[config.mk]
export PLATFORM = sky130hd
export DESIGN_NAME = tom_intctl
export DESIGN_NICKNAME = d
export VERILOG_FILES = /design/src/rtl/tom_int_pkg.sv /design/src/rtl/tom_intlatch.sv /design/src/rtl/tom_intctl.sv
export SDC_FILE = /design/constraint.sdc
export NUM_CORES = 1
export LEC_CHECK = 0
export ABC_AREA = 1
export CAP_MARGIN = 10
export CORE_AREA = 3 3 47 49
export DETAILED_ROUTE_END_ITERATION = 16
export DIE_AREA = 0 0 50 52
export PLACE_DENSITY = 0.87
export SLEW_MARGIN = 30
export SYNTH_ARGS = -nofsm -noshare
export SYNTH_HDL_FRONTEND = slang
export SYNTH_SLANG_ARGS = --single-unit
[constraint.sdc]
create_clock -name clk -period 1.7 [get_ports clk]
set_clock_uncertainty 0.2 [all_clocks]
set_input_delay 0.425 -clock clk [delete_from_list [all_inputs] [get_ports clk]]
set_output_delay 0.425 -clock clk [all_outputs]
set_load 0.01 [all_outputs]
[src/rtl/tom_int_pkg.sv]
// Shared definitions for the Tom interrupt sequencer: FSM states, widths,
// source indices and the priority-pick helper.
package tom_int_pkg;

    localparam int NSRC_DEF = 5;
    localparam int VEC_W    = 3;

    localparam logic [VEC_W-1:0] VID = 3'd0;
    localparam logic [VEC_W-1:0] GPU = 3'd1;
    localparam logic [VEC_W-1:0] OBJ = 3'd2;
    localparam logic [VEC_W-1:0] TIM = 3'd3;
    localparam logic [VEC_W-1:0] JER = 3'd4;

    typedef enum logic [1:0] {
        IDLE = 2'd0,
        REQ  = 2'd1,
        WAIT = 2'd2
    } state_t;

    // Index 0 is the highest priority, so the lowest set bit wins.
    function automatic logic [VEC_W-1:0] lowest_idx(input logic [7:0] req);
        logic [VEC_W-1:0] idx;
        idx = {VEC_W{1'b0}};
        for (int i = 7; i >= 0; i--) begin
            if (req[i]) idx = VEC_W'(i);
            else        idx = idx;
        end
        return idx;
    endfunction

endpackage

[src/rtl/tom_intlatch.sv]
// One pending bit with set-over-clear priority.
// TOM_INTCTL_EDGE_EN selects rising-edge detection; otherwise the source is level sensitive.
module tom_intlatch
    import tom_int_pkg::*;
(
    input  logic clk,
    input  logic reset,
    input  logic src,
    input  logic clr,
    output logic pend
);

    logic pend_r;
    logic event_s;

`ifdef TOM_INTCTL_EDGE_EN
    logic src_q_r;

    // Source history for edge detection.
    always_ff @(posedge clk or posedge reset) begin
        if (reset) src_q_r <= 1'b0;
        else       src_q_r <= src;
    end

    assign event_s = src & ~src_q_r;
`else
    assign event_s = src;
`endif

    // Pending bit: a new event beats any clear in the same cycle.
    always_ff @(posedge clk or posedge reset) begin
        if (reset)        pend_r <= 1'b0;
        else if (event_s) pend_r <= 1'b1;
        else if (clr)     pend_r <= 1'b0;
        else              pend_r <= pend_r;
    end

    assign pend = pend_r;

endmodule

[src/rtl/tom_intctl.sv]
// Tom interrupt sequencer top: mask register, priority pick and irq/ack FSM.
// Optional macro TOM_INTCTL_EDGE_EN makes source inputs edge sensitive.
module tom_intctl
    import tom_int_pkg::*;
#(
    parameter int NSRC = NSRC_DEF
) (
    input  logic             clk,
    input  logic             reset,
    input  logic [NSRC-1:0]  src,
    input  logic             mask_wr,
    input  logic [NSRC-1:0]  mask_d,
    input  logic             clr_wr,
    input  logic [NSRC-1:0]  clr_d,
    input  logic             ack,
    output logic             irq,
    output logic [VEC_W-1:0] vec,
    output logic [NSRC-1:0]  pend,
    output logic [NSRC-1:0]  mask
);

    state_t            state_r, state_nx;
    logic [VEC_W-1:0]  vec_r, vec_nx;
    logic              irq_r, irq_nx;
    logic [NSRC-1:0]   mask_r;
    logic [NSRC-1:0]   pend_s;
    logic [NSRC-1:0]   clr_s;
    logic [7:0]        req_ext_s;
    logic              ack_clr_s;

    assign ack_clr_s = (state_r == REQ) & ack;

    for (genvar g = 0; g < NSRC; g++) begin : g_src
        assign clr_s[g] = (clr_wr & clr_d[g]) | (ack_clr_s & (vec_r == VEC_W'(g)));

        tom_intlatch u_latch (
            .clk   (clk),
            .reset (reset),
            .src   (src[g]),
            .clr   (clr_s[g]),
            .pend  (pend_s[g])
        );
    end

    // Enabled requests widened to the priority helper's fixed width.
    always_comb begin
        req_ext_s             = 8'h00;
        req_ext_s[NSRC-1:0]   = pend_s & mask_r;
    end

    // Next-state logic; vec only moves when a new request is launched.
    always_comb begin
        state_nx = state_r;
        vec_nx   = vec_r;
        case (state_r)
            IDLE: begin
                if (|req_ext_s) begin
                    state_nx = REQ;
                    vec_nx   = lowest_idx(req_ext_s);
                end else begin
                    state_nx = IDLE;
                end
            end
            REQ: begin
                if (ack) state_nx = WAIT;
                else     state_nx = REQ;
            end
            WAIT: begin
                if (!ack) state_nx = IDLE;
                else      state_nx = WAIT;
            end
            default: state_nx = IDLE;
        endcase
        irq_nx = (state_nx == REQ);
    end

    // FSM and registered outputs.
    always_ff @(posedge clk or posedge reset) begin
        if (reset) begin
            state_r <= IDLE;
            vec_r   <= {VEC_W{1'b0}};
            irq_r   <= 1'b0;
        end else begin
            state_r <= state_nx;
            vec_r   <= vec_nx;
            irq_r   <= irq_nx;
        end
    end

    // Enable mask; writes never touch the pending bits.
    always_ff @(posedge clk or posedge reset) begin
        if (reset)        mask_r <= {NSRC{1'b0}};
        else if (mask_wr) mask_r <= mask_d;
        else              mask_r <= mask_r;
    end

    assign irq  = irq_r;
    assign vec  = vec_r;
    assign pend = pend_s;
    assign mask = mask_r;

endmodule

== Word level (Yosys, flattened, before mapping) ==
Index checks and enable logic that the tools add are counted.
Cells by class
  equal/unequal tests: 7
  multiplexer cells: 19
  bitwise operators: 17
  reduce and logical (&&, ||, !) cells: 9
Operators by type and width (number)
  $mux W3: 5
  $and A1 B1 Y1: 11
  $mux W1: 11
  $reduce_bool A2 Y1: 5
  $eq A3 B2 Y1 const B: 2
  $pmux W2 S3: 1
  $and A5 B5 Y5: 1
  $or A1 B1 Y1: 5
  $reduce_or A5 Y1: 1
  $eq A2 B1 Y1 const B: 2
  $mux W2: 2
  $eq A3 B1 Y1 const B: 1
  $eq A3 B3 Y1 const B: 1
  $logic_not A3 Y1: 1
  $eq A2 B2 Y1 const B: 1
  $logic_not A2 Y1: 1
  $reduce_and A2 Y1: 1
Word-level totals
  bits in registers: 16
  logic and storage cells: 61

== Depth between registers and ports, before layout ==
  word-level depth: 6
  gate-level depth with buffers: 6

== Hierarchy ==
A second synthesis with hierarchy kept.
Second synthesis, totals
  cells, all modules: 98
  area, all modules: 783.3 sq um
Modules (own cells, without submodules)
  tom_intctl: instances 1, cells each 68, area an instance 564.3 sq um, seq. area each 275.3 sq um
  tom_intlatch: instances 5, cells each 6, area an instance 43.8 sq um, seq. area each 25.0 sq um

== Least setup slack after synthesis ==
Ideal clock, no wire load.
  path kind: register to register
  start point: reg mask_r[3], in the netlist mask[3]
  end point: reg irq_r, in the netlist irq
  arrival: 0.848 ns
  required time: 1.362 ns
  setup slack: 0.515 ns
  stages on the path, launching flop included: 5
  path buffers: 0
  clock period less this slack: 1.185 ns
  path through: dfrtp_1 nand2_1 nand2_1 o21ai_2 o211ai_1
Between the ends
  cells in the longest elaborated chain, start to end: 5
Ends and longest elaborated chain
  from (decl): line tom_intctl.sv:25  | logic [NSRC-1:0] mask_r;
  from (signal assigned): line tom_intctl.sv:92  | if (reset) mask_r <= {NSRC{1'b0}};
  from (signal assigned): line tom_intctl.sv:93  | else if (mask_wr) mask_r <= mask_d;
  from (signal assigned): line tom_intctl.sv:94  | else mask_r <= mask_r;
  $and A5 B5 Y5: line tom_intctl.sv:48  | req_ext_s[NSRC-1:0] = pend_s & mask_r;
  $reduce_or A5 Y1: line tom_intctl.sv:57  | if (|req_ext_s) begin
  $mux W1: line tom_intctl.sv:57
  $pmux W2 S3: line tom_intctl.sv:55  | case (state_r)
  $eq A2 B1 Y1: line tom_intctl.sv:74  | irq_nx = (state_nx == REQ);
  via irq_nx: line tom_intctl.sv:24  | logic irq_r, irq_nx;
  to (signal assigned): line tom_intctl.sv:86  | irq_r <= irq_nx;
  to (decl): line tom_intctl.sv:24
The timed path passes the listed nets, and every way through them passes these cells.
A chain may end at the register's enable or synchronous reset.

== Worst setup path in the final report ==
  start point: reg g_src[0].u_latch.pend_r
  end point: out pend[0]
RTL lines
  from (decl): line tom_intlatch.sv:13  | logic pend_r;
  from (signal assigned): line tom_intlatch.sv:35  | else pend_r <= pend_r;
  to (decl): line tom_intctl.sv:18  | output logic [NSRC-1:0] pend,
No word-level cell between the ends.

==> results_dict.tcl <==
set metrics [dict create \
    status "finished clean" \
    yosysUniqueCellTypes 18 \
    total_power_mw 1.300 \
    pin_count 34 \
    power_frac_comb_pct 39.6 \
    synth-seq-area-share_pct 49.84 \
    drc_errors 0 \
    crit_required_ns 1.07 \
    ir_drop_v 0.0006450 \
    slowest_stage "dfrtp_1" \
    grt_overflow 0 \
    wl_per_cell_um 11.95 \
    dr.first_iter.drc_count 7 \
    die_w_um 50 \
    seqPwrFrac_pct 41.0 \
    area_delta_synth_final_pct 49.53 \
    synthesis.nets 110 \
    syn_inst 90 \
    hold_ws_ns 0.2373 \
    p_sw_share_pct 35.82 \
    dp_hpwl_mm 1.512 \
    rsz0062_at_grt "no" \
    period_share_pct 95.70 \
    crit_path_cell_trace "dlygate4sd2_1" \
    vias 740 \
    worstSetupStartpointType "flop" \
    end_kind "output pin" \
    power.internal_mw 0.8346 \
    cp_top_family "flip-flops" \
    cap_violations 0 \
    power.share.clock_pct 19.4 \
    avgSynthCellArea_sq_um 8.925 \
    ys_ff_latch 16 \
    final_antenna_net_count 0 \
    initial_core_util_pct 42.24 \
    finalCriticalPeriod_ns 1.627 \
    yosys_warnings 0 \
    avgViaCountPerCell 4.744 \
    numPortBuffers 33 \
    drt-pass1-iter-count 4 \
    tightest_slew_ns 0.2337 \
    totalWireLength_mm 1.864 \
    chipHeight_um 52 \
    rows 16 \
    nNetsFinal 150 \
    power-per-cell-area_nw_per_um2 1083 \
    grt_pass1_wl_mm 2.973 \
    final_cell_mix "nand2_1, clkdlybuf4s50_1, dfrtp_1" \
    drv_slew 0 \
    stdcell_count 156 \
    critPathKind "reg2out" \
    diodes 0 \
    slew-limit-headroom_pct 84.42 \
    hold_violations 0 \
    cts_tree "done" \
    cts.sinks 16 \
    clk-insertion-delay-late_ns 0.29 \
    startpoint "g_src[0].u_latch.pend" \
    hold_buffers 0 \
    power_leakage_nw 0.5849 \
    setup_viol 0 \
    grt_usage_pct 15.51 \
    grt_pass1_vias 711 \
    antenna_found_initial 0 \
    die_area_sq_um 2600 \
    path_buf_inv 1 \
    grt_max_degree 17 \
    slowest_delay_ns 0.42 \
    gp_congestion 0.8393 \
    core_sq_um 1902 \
    max_freq_mhz 614.7 \
    clockBufferDepth 2 \
    worstPathArrival_ns 1.00 \
    syn_area_sq_um 803.3 \
    root_buffer "clkbuf_4" \
    hp-class "in2async" \
    cp_max_fo 3 \
    clk_pin_slew_ns 0.09 \
    switchingPower_mw 0.4658 \
    cts_max_level 1 \
    r2r-start "g_src[2].u_latch.pend" \
    placed_cells 149 \
    drive_above_1_share_pct 20.16 \
    cts_buffers 3 \
]
==> synth_stat cells <==
master    number  share of area (%)
nand2_1       19                8.9
buf_4          5                4.7
inv_1         14                6.5
nor2_1         3                1.4
o21ai_2        1                1.1
nor3_2         1                1.2
a21oi_1        2                1.2
a21boi_0       1               0.93
dfrtp_1       16                 50
mux2_2         5                7.0
o211ai_1       2                1.9
nand3_2        1                1.2
o21ai_0        1               0.62
nand2_2        4                3.1
a21oi_2        1                1.1
nand3_1       11                6.9
nor2_2         2                1.6
nand4_1        1               0.78
==> what timing repair did <==
item	CTS	global route
setup buffers	3	0
endpoints found under the setup margin	14	0
resized for setup	14	0
==> cell families after synthesis <==
kind of cell | share of synthesized area (%)
muxes | 7.009
DFF | 49.84
AOI/OAI and AO/OA | 6.853
and+or+nand+nor | 25.08
buffers and inverters | 11.22
==> power by group through the flow <==
| stage | Combinational [mW] | Clock, mW | Sequential [mW] |
|---|---|---|---|
| after floorplan | 0.276 | 0 | 0.565 |
| after global placement | 0.502 | 0 | 0.548 |
| after detailed placement | 0.520 | 0 | 0.554 |
| after CTS | 0.516 | 0.257 | 0.533 |
| after global routing | 0.564 | 0.265 | 0.547 |
| final | 0.514 | 0.253 | 0.533 |
==> layer usage <==
metal / GRT usage (%) / vias to the layer above / share of wire, %
met5: 0 / - / 0
met4: 7.373 / 0 / 1.8
met3: 4.298 / 5 / 5.4
li1: - / 360 / -
met2: 25.87 / 22 / 52
met1: 18.36 / 353 / 41
==> area by class of cell <==
cell class	count	area (sq um)
clock buffer	4	36.28
timing repair buffer	40	365.4
sequential	16	400.4
tap	27	33.78
multi-input combinational	55	312.8
fill	176	700.7
inverter	14	52.55
==> state kept, by name (all words and copies together) (netlist names) <==
register	count
irq	1
state_r	2
vec	3
g_src.u_latch.pend	5
mask	5
==> path summary, 6_finish.rpt <==
check	end	slack, ns	cells after the start
max	pend[0]	0.07	1
min	g_src[1].u_latch.pend	0.24	3
max reg2reg	vec[2]	0.29	6
min reg2reg	state_r[1]	0.31	1
max in group asynchronous	irq	0.88	3
min in group clk	state_r[1]	0.31	1
==> stage by stage <==
| stage | setup slack [ns] | util [%] | area [sq um] | setup TNS (ns) |
|---|---|---|---|---|
| final | 0.07312 | 63.16 | 1201 | 0 |
| after global routing | 0.03334 | 63.16 | 1201 | 0 |
| after CTS | 0.06362 | 63.16 | 1201 | 0 |
| after detailed placement | -0.004848 | 60.99 | 1160 | -0.004848 |
| after global placement | 0.007244 | 60.99 | 1160 | 0 |
| after floorplan | 0.5145 | - | 803.3 | 0 |
Note: power is estimated with default switching activity, not from simulation.
